<file path="config.mk">
export PLATFORM = sky130hd
export DESIGN_NAME = router_src_ingress_flat
export DESIGN_NICKNAME = d
export VERILOG_FILES = /design/src/rtl/router_pkg.sv /design/src/rtl/router_src_ingress_if.sv /design/src/rtl/router_skid2.sv /design/src/rtl/router_src_ingress.sv /design/src/flat_wrapper.sv
export SDC_FILE = /design/constraint.sdc
export NUM_CORES = 1
export LEC_CHECK = 0
export CELL_PAD_IN_SITES_DETAIL_PLACEMENT = 0
export CELL_PAD_IN_SITES_GLOBAL_PLACEMENT = 2
export CORE_MARGIN = 2
export CORE_UTILIZATION = 44
export DETAILED_ROUTE_END_ITERATION = 16
export DONT_BUFFER_PORTS = 1
export MAX_ROUTING_LAYER = met4
export PLACE_DENSITY_LB_ADDON = 0.1
export SETUP_SLACK_MARGIN = 0.1
export SLEW_MARGIN = 25
export SYNTH_ARGS = -nofsm -noshare
export SYNTH_HDL_FRONTEND = slang
export SYNTH_HIERARCHICAL = 1
export SYNTH_SLANG_ARGS = --single-unit
</file>
<file path="constraint.sdc">
create_clock -name clock -period 8 [get_ports clock]
set_clock_uncertainty 0.1 [all_clocks]
set_input_delay 0.4 -clock clock [delete_from_list [all_inputs] [get_ports clock]]
set_output_delay 0.4 -clock clock [all_outputs]
set_load 0.01 [all_outputs]
</file>
<file path="src/rtl/router_pkg.sv">
// Shared types and header-field helpers for the router ingress slice.
package router_pkg;

  typedef enum logic [1:0] {
    ST_IDLE  = 2'd0,
    ST_LOAD  = 2'd1,
    ST_DROP  = 2'd2,
    ST_CHECK = 2'd3
  } state_t;

  // Destination field: low addr_w bits of the header word.
  function automatic int unsigned hdr_addr(input logic [31:0] word,
                                           input int unsigned addr_w);
    logic [31:0] mask;
    mask = (32'd1 << addr_w) - 32'd1;
    return int'(word & mask);
  endfunction

  // Length field: header bits above the destination field.
  function automatic int unsigned hdr_len(input logic [31:0] word,
                                          input int unsigned addr_w,
                                          input int unsigned data_w);
    logic [31:0] mask;
    mask = (32'd1 << (data_w - addr_w)) - 32'd1;
    return int'((word >> addr_w) & mask);
  endfunction

endpackage

</file>
<file path="src/rtl/router_src_ingress_if.sv">
// Source-side and FIFO-side signals of the ingress stage.
interface router_src_ingress_if #(
  parameter int unsigned DATA_W = 8,
  parameter int unsigned NUM_CH = 3
);
  logic [DATA_W-1:0] data_in;
  logic              pkt_valid;
  logic [NUM_CH-1:0] fifo_full;
  logic [NUM_CH-1:0] wr_en;
  logic [DATA_W-1:0] wr_data;
  logic              busy;
  logic              error;

  // Environment side: drives packets and FIFO status.
  modport master (
    output data_in, pkt_valid, fifo_full,
    input  wr_en, wr_data, busy, error
  );

  // Ingress stage side.
  modport slave (
    input  data_in, pkt_valid, fifo_full,
    output wr_en, wr_data, busy, error
  );
endinterface

</file>
<file path="src/rtl/router_skid2.sv">
// Two-entry in-order buffer; entry 0 is always the head.
module router_skid2 #(
  parameter int unsigned DATA_W = 8
) (
  input  logic              clk,
  input  logic              rst_n,
  input  logic              push,
  input  logic [DATA_W-1:0] push_data,
  input  logic              pop,
  output logic [DATA_W-1:0] head,
  output logic              head_valid,
  output logic [1:0]        level
);

  logic [DATA_W-1:0] ent0_q;
  logic [DATA_W-1:0] ent1_q;
  logic [1:0]        lvl_q;

  // Entry shift and occupancy update; caller never pushes into a full buffer.
  always_ff @(posedge clk or negedge rst_n) begin
    if (!rst_n) begin
      ent0_q <= '0;
      ent1_q <= '0;
      lvl_q  <= 2'd0;
    end else begin
      case ({push, pop})
        2'b10: begin
          if (lvl_q == 2'd0) ent0_q <= push_data;
          else               ent1_q <= push_data;
          lvl_q <= lvl_q + 2'd1;
        end
        2'b01: begin
          ent0_q <= ent1_q;
          lvl_q  <= lvl_q - 2'd1;
        end
        2'b11: begin
          if (lvl_q == 2'd1) begin
            ent0_q <= push_data;
          end else begin
            ent0_q <= ent1_q;
            ent1_q <= push_data;
          end
        end
        default: ;
      endcase
    end
  end

  assign head       = ent0_q;
  assign head_valid = (lvl_q != 2'd0);
  assign level      = lvl_q;

endmodule

</file>
<file path="src/rtl/router_src_ingress.sv">
// Router ingress: header decode, parity/length check, steering into output FIFOs.
module router_src_ingress
  import router_pkg::*;
#(
  parameter int unsigned DATA_W = 8,
  parameter int unsigned NUM_CH = 3
) (
  input  logic                 clock,
  input  logic                 resetn,
  router_src_ingress_if.slave  bus
);

  localparam int unsigned ADDR_W = $clog2(NUM_CH);
  localparam int unsigned LEN_W  = DATA_W - ADDR_W;

  state_t            state_q, state_d;
  logic [ADDR_W-1:0] dest_q;
  logic [LEN_W-1:0]  len_q;
  logic [LEN_W-1:0]  cnt_q;
  logic [DATA_W-1:0] par_q;
  logic              mis_q;
  logic              busy_q;
  logic              error_q;

  logic [ADDR_W-1:0] hdr_addr_w;
  logic [LEN_W-1:0]  hdr_len_w;
  logic              hdr_ok;
  logic              accept;
  logic              push;
  logic              err_d;
  logic              pop;
  logic [NUM_CH-1:0] wr_en_c;
  logic [DATA_W-1:0] head;
  logic              head_valid;
  logic [1:0]        level;
  logic [1:0]        lvl_nxt;

  assign hdr_addr_w = ADDR_W'(hdr_addr(32'(bus.data_in), ADDR_W));
  assign hdr_len_w  = LEN_W'(hdr_len(32'(bus.data_in), ADDR_W, DATA_W));
  assign hdr_ok     = (32'(hdr_addr_w) < NUM_CH) && (hdr_len_w != '0);

  // Inside a packet every edge without busy consumes a word; in IDLE only a valid header.
  assign accept = ~busy_q & (((state_q == ST_IDLE) & bus.pkt_valid) |
                             (state_q == ST_LOAD) | (state_q == ST_DROP));

  // State register.
  always_ff @(posedge clock or negedge resetn) begin
    if (!resetn) state_q <= ST_IDLE;
    else         state_q <= state_d;
  end

  // Next-state logic.
  always_comb begin
    state_d = state_q;
    case (state_q)
      ST_IDLE:  if (accept) state_d = hdr_ok ? ST_LOAD : ST_DROP;
      ST_LOAD,
      ST_DROP:  if (accept && !bus.pkt_valid) state_d = ST_CHECK;
      ST_CHECK: state_d = ST_IDLE;
      default:  state_d = ST_IDLE;
    endcase
  end

  // Per-state push decision and packet verdict on the parity word.
  always_comb begin
    push  = 1'b0;
    err_d = 1'b0;
    case (state_q)
      ST_IDLE: push = accept & hdr_ok;
      ST_LOAD: begin
        if (accept) begin
          if (bus.pkt_valid) begin
            push = (cnt_q < len_q);
          end else begin
            push  = 1'b1;
            err_d = (bus.data_in != par_q) | (cnt_q != len_q) | mis_q;
          end
        end
      end
      ST_DROP: err_d = accept & ~bus.pkt_valid;
      default: ;
    endcase
  end

  // Packet context: destination, length, running parity, payload count.
  always_ff @(posedge clock or negedge resetn) begin
    if (!resetn) begin
      dest_q <= '0;
      len_q  <= '0;
      cnt_q  <= '0;
      par_q  <= '0;
      mis_q  <= 1'b0;
    end else if (state_q == ST_IDLE && accept && hdr_ok) begin
      dest_q <= hdr_addr_w;
      len_q  <= hdr_len_w;
      cnt_q  <= '0;
      par_q  <= bus.data_in;
      mis_q  <= 1'b0;
    end else if (state_q == ST_LOAD && accept && bus.pkt_valid) begin
      par_q <= par_q ^ bus.data_in;
      cnt_q <= cnt_q + LEN_W'(1);
      if (cnt_q >= len_q) mis_q <= 1'b1;
    end
  end

  router_skid2 #(.DATA_W(DATA_W)) u_skid (
    .clk        (clock),
    .rst_n      (resetn),
    .push       (push),
    .push_data  (bus.data_in),
    .pop        (pop),
    .head       (head),
    .head_valid (head_valid),
    .level      (level)
  );

  // Write strobe to the selected channel only when it has room.
  for (genvar i = 0; i < int'(NUM_CH); i++) begin : g_wr
    assign wr_en_c[i] = head_valid & ~bus.fifo_full[i] & (dest_q == ADDR_W'(i));
  end

  assign pop     = |wr_en_c;
  assign lvl_nxt = level + {1'b0, push} - {1'b0, pop};

  // Backpressure and error pulse registers.
  always_ff @(posedge clock or negedge resetn) begin
    if (!resetn) begin
      busy_q  <= 1'b0;
      error_q <= 1'b0;
    end else begin
      busy_q  <= (lvl_nxt == 2'd2) | (state_d == ST_CHECK);
      error_q <= err_d;
    end
  end

  assign bus.wr_en   = wr_en_c;
  assign bus.wr_data = head;
  assign bus.busy    = busy_q;
  assign bus.error   = error_q;

endmodule

</file>
<file path="src/flat_wrapper.sv">
// flat-port wrapper written by rule: the top's interface ports become plain ports
module router_src_ingress_flat import router_pkg::*;
#(
  parameter int unsigned DATA_W = 8,
  parameter int unsigned NUM_CH = 3
)
  (clock, resetn, bus_data_in, bus_pkt_valid, bus_fifo_full, bus_wr_en, bus_wr_data, bus_busy, bus_error);
  router_src_ingress_if #(.DATA_W(DATA_W), .NUM_CH(NUM_CH)) bus_i ();
  input  logic clock;
  input  logic resetn;
  input wire logic [$bits(bus_i.data_in)-1:0] bus_data_in;
  input wire logic [$bits(bus_i.pkt_valid)-1:0] bus_pkt_valid;
  input wire logic [$bits(bus_i.fifo_full)-1:0] bus_fifo_full;
  output wire logic [$bits(bus_i.wr_en)-1:0] bus_wr_en;
  output wire logic [$bits(bus_i.wr_data)-1:0] bus_wr_data;
  output wire logic [$bits(bus_i.busy)-1:0] bus_busy;
  output wire logic [$bits(bus_i.error)-1:0] bus_error;
  assign bus_i.data_in = bus_data_in;
  assign bus_i.pkt_valid = bus_pkt_valid;
  assign bus_i.fifo_full = bus_fifo_full;
  assign bus_wr_en = bus_i.wr_en;
  assign bus_wr_data = bus_i.wr_data;
  assign bus_busy = bus_i.busy;
  assign bus_error = bus_i.error;
  router_src_ingress #(.DATA_W(DATA_W), .NUM_CH(NUM_CH)) u_core (.clock(clock), .resetn(resetn), .bus(bus_i));
endmodule
</file>
==> results.json <==
{
  "worstSetupPathType": "reg2reg",
  "groute.usage.overall": 0.190,
  "clockRootBuffer": "clkbuf_8",
  "async_reset_ff_frac": 1.00,
  "dr.pass1.iters": 4,
  "io_buffers": 0,
  "cp_slowest_stage_delay_ps": 600,
  "status": "finished clean",
  "floorplan.rows": 28,
  "synth.top_cell.area_share": 0.425,
  "drive_gt1_frac": 0.107,
  "synthSimpleGateAreaFrac": 0.148,
  "area_delta_synth_final_pct": 6.00,
  "synth_compound_area_frac": 0.169,
  "cts_made_buffers": 5,
  "clk_pin_slew_worst_paths_ps": 100,
  "grt_remaining_overflow": 0,
  "ys_seq_area_frac": 0.425,
  "crit_chain": "inv_1 -> ha_1 -> inv_1 -> nor4bb_1 -> or3_1 -> inv_1 -> ha_1 -> a22oi_1 -> o21a_1 -> mux2_1",
  "power.density_mw_per_mm2": 409,
  "initial_core_util": 0.450,
  "slew-limit-headroom": 0.490,
  "die_area_sq_mm": 0.00666,
  "hp-class": "in2reg",
  "via_count": 1833,
  "nNetsFinal": 294,
  "top_usage_layer": "met1",
  "drc_errors": 0,
  "synth_top_family_by_area": "compound AO/OA/AOI/OAI gates",
  "fillers": 580,
  "slew_viol_final": 0,
  "avgViaCountPerCell": 5.46,
  "clockBufferDepth": 2,
  "synth_common_cells": "45 x dfrtp_1, 25 x a21oi_1, 20 x ha_1, 20 x nand2_1, 20 x o21ai_0",
  "ys_seq_elements": 45,
  "holdWs_ps": 98.9,
  "cts_tree": "done",
  "critical-path-slowest-cell": "nor4bb_1",
  "timing_hold_violations_final": 0,
  "path_max_fanout": 8,
  "finalSetupViolCount": 0,
  "insertedDiodeCount": 0,
  "end_kind": "flip-flop",
  "max_freq_mhz": 317,
  "grt_max_degree": 46,
  "dp.cells": 326,
  "grt_pass1_wl_um": 9340,
  "synth_nets": 294,
  "cts.repair.resized": 0,
  "synth.area.mux_share": 0.0619,
  "fin_cells": 336,
  "crit_arrival_ps": 3240,
  "grt_setup_unrepaired": "no",
  "syn_inst": 260,
  "peakVddDrop_mv": 0.245,
  "cellLeakagePower_nw": 1.23,
  "drt_wl_total_um": 5630,
  "critPathLaunchType": "flip-flop",
  "htree_levels": 2,
  "ys_warn_count": 6,
  "drv_cap": 0,
  "grt_pass1_vias": 1869,
  "gr-usage-met3": 0.0352,
  "wl_per_cell_um": 16.8,
  "synthXorXnorAreaFrac": 0.0529,
  "clk-insertion-delay-late_ps": 310,
  "fin_crit_ps": 3150,
  "grtUsageMet1": 0.274,
  "crit_buf_inv": 3,
  "synth-edff-count": 0,
  "cts_setup_buffers": 0,
  "required_ps": 8090,
  "drtIter0Drc": 111,
  "met2_usage": 0.274,
  "final.period_utilization": 0.394,
  "drtAntennaViolNets": 0,
  "synth_adder_area_share": 0.0944,
  "yosysUniqueCellTypes": 45,
  "clock_sinks": 45,
  "cp_common_cell": "inv_1",
  "yosysMostFrequentCell": "dfrtp_1",
  "syn_area_per_cell_sq_um": 10.2,
  "setup_tns_ps": 0,
  "antenna_found_initial": 0,
  "ios": 27,
  "syn_area_sq_mm": 0.00265,
  "dieWidth_um": 81.6,
  "globalplace.congestion": 0.773,
  "yosysTopAreaCell": "dfrtp_1",
  "hpwl_um": 3980,
  "core-area_sq_mm": 0.00589,
  "synth_area_leaders": "dfrtp_1 42%, ha_1 9.4%, a21oi_1 4.7%",
  "die_y_um": 81.6,
  "worst_pin_slew_ps": 763,
  "synth_ff_type": "dfrtp_1",
  "path_delay_family": "simple AND/OR/NAND/NOR gates"
}
==> repair_timing <==
item	in CTS	in global routing
hold buffers	2	0
endpoints found under the hold margin	45	0
endpoints found under the setup margin	0	0
==> worst reg2reg max path, cell delays in order, from the launching register on <==
cell,delay [ps]
dfrtp_1,440
inv_1,60
ha_1,230
inv_1,120
nor4bb_1,600
or3_1,280
inv_1,80
ha_1,230
a22oi_1,150
o21a_1,370
mux2_1,370
==> path summary, 6_finish.rpt <==
kind                                              start                 endpoint  slack [ps]  depth (start not counted)
min in group asynchronous                        resetn          u_core/cnt_q[5]         480                          2
worst max-delay path             u_core/u_skid/level[0]  u_core/u_skid/ent1_q[3]        4850                         10
max in group asynchronous                        resetn          u_core/cnt_q[2]        7080                          2
worst max register to register   u_core/u_skid/level[0]  u_core/u_skid/ent1_q[3]        4850                         10
worst min register to register  u_core/u_skid/ent1_q[4]  u_core/u_skid/ent1_q[4]         390                          1
worst min-delay path                     bus_data_in[0]         u_core/dest_q[0]         100                          2
==> kinds of logic after synthesis <==
logic type               count (synthesis)
adder cells (fa/ha/maj)                 20
buffers and inverters                   25
multiplexers                            14
AO/OA/AOI/OAI                           72
XOR/XNOR                                16
flip-flops                              45
AND/OR/NAND/NOR                         68
==> state kept, by name (all words and copies together) (netlist names) <==
signal and flops:
u_core/par_q 8, u_core/u_skid/ent1_q 8, u_core/u_skid/head 8, u_core/cnt_q 6, u_core/len_q 6, u_core/dest_q 2
u_core/state_q 2, u_core/u_skid/level 2, u_core/bus.busy 1, u_core/bus.error 1, u_core/mis_q 1
==> metal layers <==
layer	routed length [um]	vias to the layer above
met3	151	6
met2	2450	21
li1	-	921
met4	60	0
met1	2970	885
met5	0	-
==> final cells by class <==
type | instances | area, sq um | share of cell area
sequential | 45 | 1130 | 0.401
multi-input combinational | 190 | 1400 | 0.497
inverter | 16 | 60.1 | 0.0214
clock buffer | 6 | 82.6 | 0.0294
timing repair buffer | 2 | 37.5 | 0.0134
tap | 75 | 93.8 | 0.0334
clock inverter | 2 | 13.8 | 0.00490
==> per-stage QoR <==
step / power, mW / area [sq um] / setup slack, ps / utilization
final: 1.15 / 2810 / 4850 / 0.477
after global routing: 1.25 / 2810 / 4610 / 0.477
after CTS: 1.16 / 2810 / 4820 / 0.477
after detailed placement: 0.996 / 2670 / 4850 / 0.454
after global placement: 0.989 / 2670 / 4900 / 0.454
after floorplan: 0.894 / 2650 / 5260 / -
==> where the power goes <==
part | total (mW) | internal [mW] | leakage [nW] | switching, mW
Clock | 0.153 | 0.0702 | 0.0512 | 0.0831
Combinational | 0.583 | 0.255 | 0.616 | 0.328
Sequential | 0.412 | 0.330 | 0.560 | 0.0829
==> placed cells by master, fill, tap and decap left out, types with 2 or more instances in the layout <==
| cell type | count |
|---|---|
| nand2_1 | 20 |
| a21oi_2 | 4 |
| nand2b_1 | 3 |
| nor4b_1 | 2 |
| o21a_1 | 4 |
| xor2_1 | 8 |
| a211oi_1 | 2 |
| mux2_4 | 2 |
| ha_1 | 20 |
| o21ai_0 | 20 |
| nor3b_1 | 2 |
| nor4bb_1 | 2 |
| nand4_1 | 4 |
| mux2_1 | 10 |
| a221o_1 | 2 |
| a21oi_1 | 25 |
| nor2_1 | 4 |
| clkbuf_8 | 6 |
| dfrtp_1 | 45 |
| nand3_1 | 17 |
| inv_1 | 16 |
| xnor2_1 | 8 |
| nor2b_1 | 2 |
| a31oi_1 | 7 |
| nor2_4 | 5 |
| or3_1 | 2 |
(Power assumes the default switching activity.)
